<file path="src/rtl/i2c_config_sequencer.sv">
`default_nettype none
// ============================================================================
// i2c_config_sequencer: walks a register LUT and drives the I2C write engine,
// with NACK retry and a per-transaction watchdog.           Rev 1.0
// ============================================================================
module i2c_config_sequencer #(
  parameter int         LUT_SIZE    = 64,
  parameter int         IDX_W       = 6,
  parameter logic [7:0] SLAVE_ADDR  = 8'h21,
  parameter int         MAX_RETRY   = 3,
  parameter int         TIMEOUT_CYC = 4096
) (
  input  logic             clk,
  input  logic             reset,
  input  logic             start_i,
  output logic [IDX_W-1:0] lut_index_o,
  input  logic [15:0]      lut_data_i,
  output logic             wr_enable_o,
  output logic [15:0]      wr_reg_data_o,
  output logic [7:0]       wr_sl_addr_o,
  output logic [7:0]       wr_byte_num_o,
  input  logic             wr_end_i,
  input  logic             wr_ack_i,
  output logic             busy_o,
  output logic             done_o,
  output logic             error_o,
  output logic [IDX_W-1:0] err_index_o
);

  localparam int               RTY_W    = (MAX_RETRY < 1) ? 1 : $clog2(MAX_RETRY + 1);
  localparam int               WD_W     = $clog2(TIMEOUT_CYC + 1);
  localparam logic [RTY_W-1:0] RTY_MAX  = RTY_W'(MAX_RETRY);
  localparam logic [WD_W-1:0]  WD_MAX   = WD_W'(TIMEOUT_CYC);
  localparam logic [IDX_W-1:0] IDX_LAST = IDX_W'(LUT_SIZE - 1);

  typedef enum logic [3:0] {
    S_IDLE, S_FETCH, S_LATCH, S_ARM, S_RELEASE,
    S_WAIT_END, S_CHECK, S_NEXT, S_DONE, S_FAIL
  } state_t;

  state_t           state_q, state_d;
  logic [IDX_W-1:0] idx_q, idx_d;
  logic [IDX_W-1:0] err_idx_q, err_idx_d;
  logic [15:0]      data_q, data_d;
  logic [RTY_W-1:0] rty_q, rty_d;
  logic [WD_W-1:0]  wd_q, wd_d, wd_inc;
  logic             err_q, err_d;

  // Saturating so a stuck engine can never wrap the watchdog back to zero.
  assign wd_inc = (wd_q == WD_MAX) ? wd_q : wd_q + WD_W'(1);

  always_ff @(posedge clk or negedge reset) begin
    if (!reset) begin
      state_q   <= S_IDLE;
      idx_q     <= '0;
      err_idx_q <= '0;
      data_q    <= '0;
      rty_q     <= '0;
      wd_q      <= '0;
      err_q     <= 1'b0;
    end else begin
      state_q   <= state_d;
      idx_q     <= idx_d;
      err_idx_q <= err_idx_d;
      data_q    <= data_d;
      rty_q     <= rty_d;
      wd_q      <= wd_d;
      err_q     <= err_d;
    end
  end

  always_comb begin
    state_d   = state_q;
    idx_d     = idx_q;
    err_idx_d = err_idx_q;
    data_d    = data_q;
    rty_d     = rty_q;
    wd_d      = wd_q;
    err_d     = err_q;
    unique case (state_q)
      S_IDLE: begin
        if (start_i && wr_end_i) begin
          err_d   = 1'b0;
          idx_d   = '0;
          rty_d   = '0;
          state_d = S_FETCH;
        end
      end
      S_FETCH: state_d = S_LATCH;
      S_LATCH: begin
        data_d  = lut_data_i;
        state_d = (lut_data_i == 16'h0000) ? S_DONE : S_ARM;
      end
      S_ARM: state_d = S_RELEASE;
      S_RELEASE: begin
        wd_d = wd_inc;
        if (wd_inc >= WD_MAX)  state_d = S_FAIL;
        else if (!wr_end_i)    state_d = S_WAIT_END;
      end
      S_WAIT_END: begin
        wd_d = wd_inc;
        if (wd_inc >= WD_MAX)  state_d = S_FAIL;
        else if (wr_end_i)     state_d = S_CHECK;
      end
      S_CHECK: begin
        // 16'hFFFF is a delay entry: its ACK status carries no meaning.
        if (data_q == 16'hFFFF || !wr_ack_i) begin
          state_d = S_NEXT;
        end else if (rty_q < RTY_MAX) begin
          rty_d   = rty_q + RTY_W'(1);
          state_d = S_ARM;
        end else begin
          state_d = S_FAIL;
        end
      end
      S_NEXT: begin
        rty_d = '0;
        if (idx_q == IDX_LAST) begin
          state_d = S_DONE;
        end else begin
          idx_d   = idx_q + IDX_W'(1);
          state_d = S_FETCH;
        end
      end
      S_DONE:  state_d = S_IDLE;
      S_FAIL:  state_d = S_IDLE;
      default: state_d = S_IDLE;
    endcase
    if (state_d == S_ARM) wd_d = '0;
    if (state_d == S_FAIL) begin
      err_d     = 1'b1;
      err_idx_d = idx_q;
    end
  end

  assign lut_index_o   = idx_q;
  assign wr_enable_o   = (state_q == S_ARM);
  assign wr_reg_data_o = data_q;
  assign wr_sl_addr_o  = SLAVE_ADDR;
  assign wr_byte_num_o = 8'd2;
  assign busy_o        = (state_q != S_IDLE) && (state_q != S_DONE) && (state_q != S_FAIL);
  assign done_o        = (state_q == S_DONE);
  assign error_o       = err_q;
  assign err_index_o   = err_idx_q;

endmodule
`default_nettype wire

</file>
<file path="config.mk">
export PLATFORM = sky130hd
export DESIGN_NAME = i2c_config_sequencer
export DESIGN_NICKNAME = d
export VERILOG_FILES = /design/src/rtl/i2c_config_sequencer.sv
export SDC_FILE = /design/constraint.sdc
export NUM_CORES = 1
export LEC_CHECK = 0
export BUFFER_PORTS_ARGS = -buffer_cell sky130_fd_sc_hd__buf_2
export CAP_MARGIN = 20
export CORE_ASPECT_RATIO = 0.6
export CORE_UTILIZATION = 56
export CTS_CLUSTER_DIAMETER = 100
export DETAILED_ROUTE_END_ITERATION = 7
export GPL_ROUTABILITY_DRIVEN = 0
export HOLD_SLACK_MARGIN = 0.08
export PLACE_DENSITY = 0.83
export SYNTH_ARGS = -nofsm -noshare
export SYNTH_HDL_FRONTEND = slang
export SYNTH_SLANG_ARGS = --single-unit
export TNS_END_PERCENT = 100
</file>
<file path="constraint.sdc">
create_clock -name clk -period 3.8 [get_ports clk]
set_input_delay 0.76 -clock clk [delete_from_list [all_inputs] [get_ports clk]]
set_output_delay 0.76 -clock clk [all_outputs]
set_load 0.005 [all_outputs]
</file>
==> metrics.txt <==
status completed; largest family of logic cells by synthesized area simple AND/OR/NAND/NOR gates; Via-to-Cell Ratio 5.45; synth warn 0; CORE AREA between 4000 and 5000 um2; FP Rows 18; FF-to-FF setup slack between 1 and 1.5 ns; clock power share 0.147; starting density of the core 0.594; count leader, synth dfrtp_1; Skew-Pair Late Insertion Delay just under 0.3 ns; TritonCTS Buffers 5; Mapped Avg Cell Area 11.0 um2; PwrDens slightly above 700 nW/um2; CTS tree built; kind of start point of the critical path register; kind of critical path reg -> reg; worst hold path type in -> async; drt wl/cell 14.9 um; DRC viols 0; Flop pwr share 0.473; Final ANT Viol Nets 0; Layout area overhead 14.8%; NetSw just under 800 uW; clk_skew approximately 0.004 ns; Max-slew headroom 0.391; Worst Max-Slew Pin Slew 0.914 ns; largest area contributor in the netlist dfrtp_1; number of port buffers 52; Simple-Gate Fraction of Synth Area 0.189; Die X 88.0 um; H-Tree Depth 2; drt first pass iters 4; die area roughly 4700 um2; mux contribution to synthesized area 0.112; Tmin final 2.77 ns; Post-Synth Adder-Cell Area 0.0201; vias in the first global route 1646; initial antenna violation count 0; layout cells sized above 1 0.330; ant diodes 0; Reg-to-Reg End wd_q[10]; RSZ-0062 raised after global routing no; xor/xnor share of the synthesized area 0.0594; post-synth cell types 44; CTS Sinks 48; postcts setup bufs 0; Setup TNS 0 ns; worst hold slack 0.411 ns; CTS max path bufs 2; Final Setup Violations 0; Sw Ratio 0.378; Logic pwr share 0.381; Clock Tree Root clkbuf_8; synthesis-stage register bit count between 40 and 50; Power, Total between 2000 and 2500 uW; WL final between 5000 and 6000 um; Total GRT Usage 0.238; Post-synth ARST share 1.00; Peak VDD IR ~0.35 mV; arrival time at the worst endpoint between 2 and 3 ns; Post-synth top cells dfrtp_1 (48), mux2_2 (23), nor2_1 (22), buf_4 (16), nand2_1 (16); crit path capture type register; Max-cap violations 0; via count roughly 1900; first-iteration detailed-routing DRC count roughly 190; Worst EP required slightly below 4 ns; R2R cell count 7; Cells after Synth between 200 and 250; CTS Hold Bufs 0; post-CTS sizing 0; Post-synth EDFFs 0; Max Fclk 0.361 GHz; Ports 69; origin of the critical flop-to-flop path wd_q[0]; grt total ovfl 0; endpoints failing hold 0; Seq/Total Area, Yosys 0.483; period utilisation layout 0.730; Final HPWL DP 3850 um; internal power between 1000 and 1500 uW; CP max FO 13; Main synth FF type dfrtp_1; Pins Over Slew Limit 0; clk slew on worst S/H paths approximately 0.08 ns; mapped cell area roughly 2500 um2; LEAKAGE between 0.001 and 0.0015 uW; first-pass GRT wire length between 8000 and 9000 um; final net count a little over 300; synth top area cells dfrtp_1 (48%), mux2_2 (10%), buf_4 (4.8%), xor2_1 (4.6%), nor2_1 (3.3%); Synth Area in Compound Gates 0.0664; Die H approximately 54 um; top-area cell type share of the netlist area 0.483; largest net degree at the start of global routing 49
power groups by stage:
| stage | registers (uW) | clock network [uW] | logic (uW) |
|---|---|---|---|
| after floorplan | 923 | 0 | 543 |
| final | 979 | 304 | 788 |
| after detailed placement | 979 | 0 | 787 |
| after CTS | 972 | 309 | 792 |
| after global placement | 968 | 0 | 760 |
| after global routing | 1010 | 328 | 871 |
routing by layer:
layer | track usage | routed length (um) | vias up
li1 | - | - | 876
met3 | 0.0506 | 275 | 8
met5 | 0 | 0 | -
met1 | 0.365 | 2570 | 919
met2 | 0.329 | 2210 | 60
met4 | 0.0806 | 51 | 0
through the flow:
stage	worst slack [ns]	cells	utilization	area [um2]
finish	1.03	342	0.682	2860
global route	0.811	342	0.682	2860
global placement	1.06	333	0.656	2750
floorplan	1.48	240	-	2540
detailed placement	0.956	333	0.656	2750
CTS	1.01	341	0.677	2840
placed cells by master, fill, tap and decap left out, types with 4 or more instances in the layout:
cell and count:
inv_1 8, dfrtp_1 48, and3_1 4, conb_1 16
nor2_1 22, nand2_1 16, nand3_1 10, nand4_1 10
buf_2 52, o21ai_0 5, clkbuf_8 6, ha_1 4
xor2_1 13, mux2_2 23, nor4_1 6
critical path, cell delays in order (launching register included):
cell	delay, ns
dfrtp_1	0.42
ha_1	0.32
nand3_1	0.17
nor4_4	0.21
xor2_2	0.28
o211ai_1	0.28
a311oi_2	0.81
nor2_1	0.14
registers in the layout, indices dropped and copies added, names as in the netlist:
register,count
error_o,1
err_index_o,6
rty_q,2
state_q,4
lut_index_o,6
wd_q,13
wr_reg_data_o,16
worst max-delay path by stage:
stage	slack, ns	endpoint	from
after global placement	1.06	err_index_o[0]	lut_data_i[1]
after detailed placement	0.96	wd_q[10]	lut_data_i[1]
after global routing	0.81	wd_q[5]	wd_q[0]
final	1.03	wd_q[10]	wd_q[0]
after CTS	1.01	wd_q[10]	wd_q[0]
after floorplan	1.48	err_index_o[0]	lut_data_i[2]
cell families after synthesis:
kind of cell | count (synthesis)
AO/OA/AOI/OAI | 20
multiplexers | 25
XOR/XNOR | 16
AND/OR/NAND/NOR | 83
buffers and inverters | 28
flip-flops | 48
other | 2
adder cells (fa/ha/maj) | 4
area by class of cell:
| type | count | area [um2] |
|---|---|---|
| fillers | 338 | 1330 |
| repair buffers | 54 | 288 |
| inverters | 8 | 30.0 |
| well taps | 60 | 75.1 |
| multi-input cells | 164 | 1170 |
| flip-flops and latches | 48 | 1200 |
| clock buffers | 8 | 90.1 |
(Power assumes the default switching activity.)
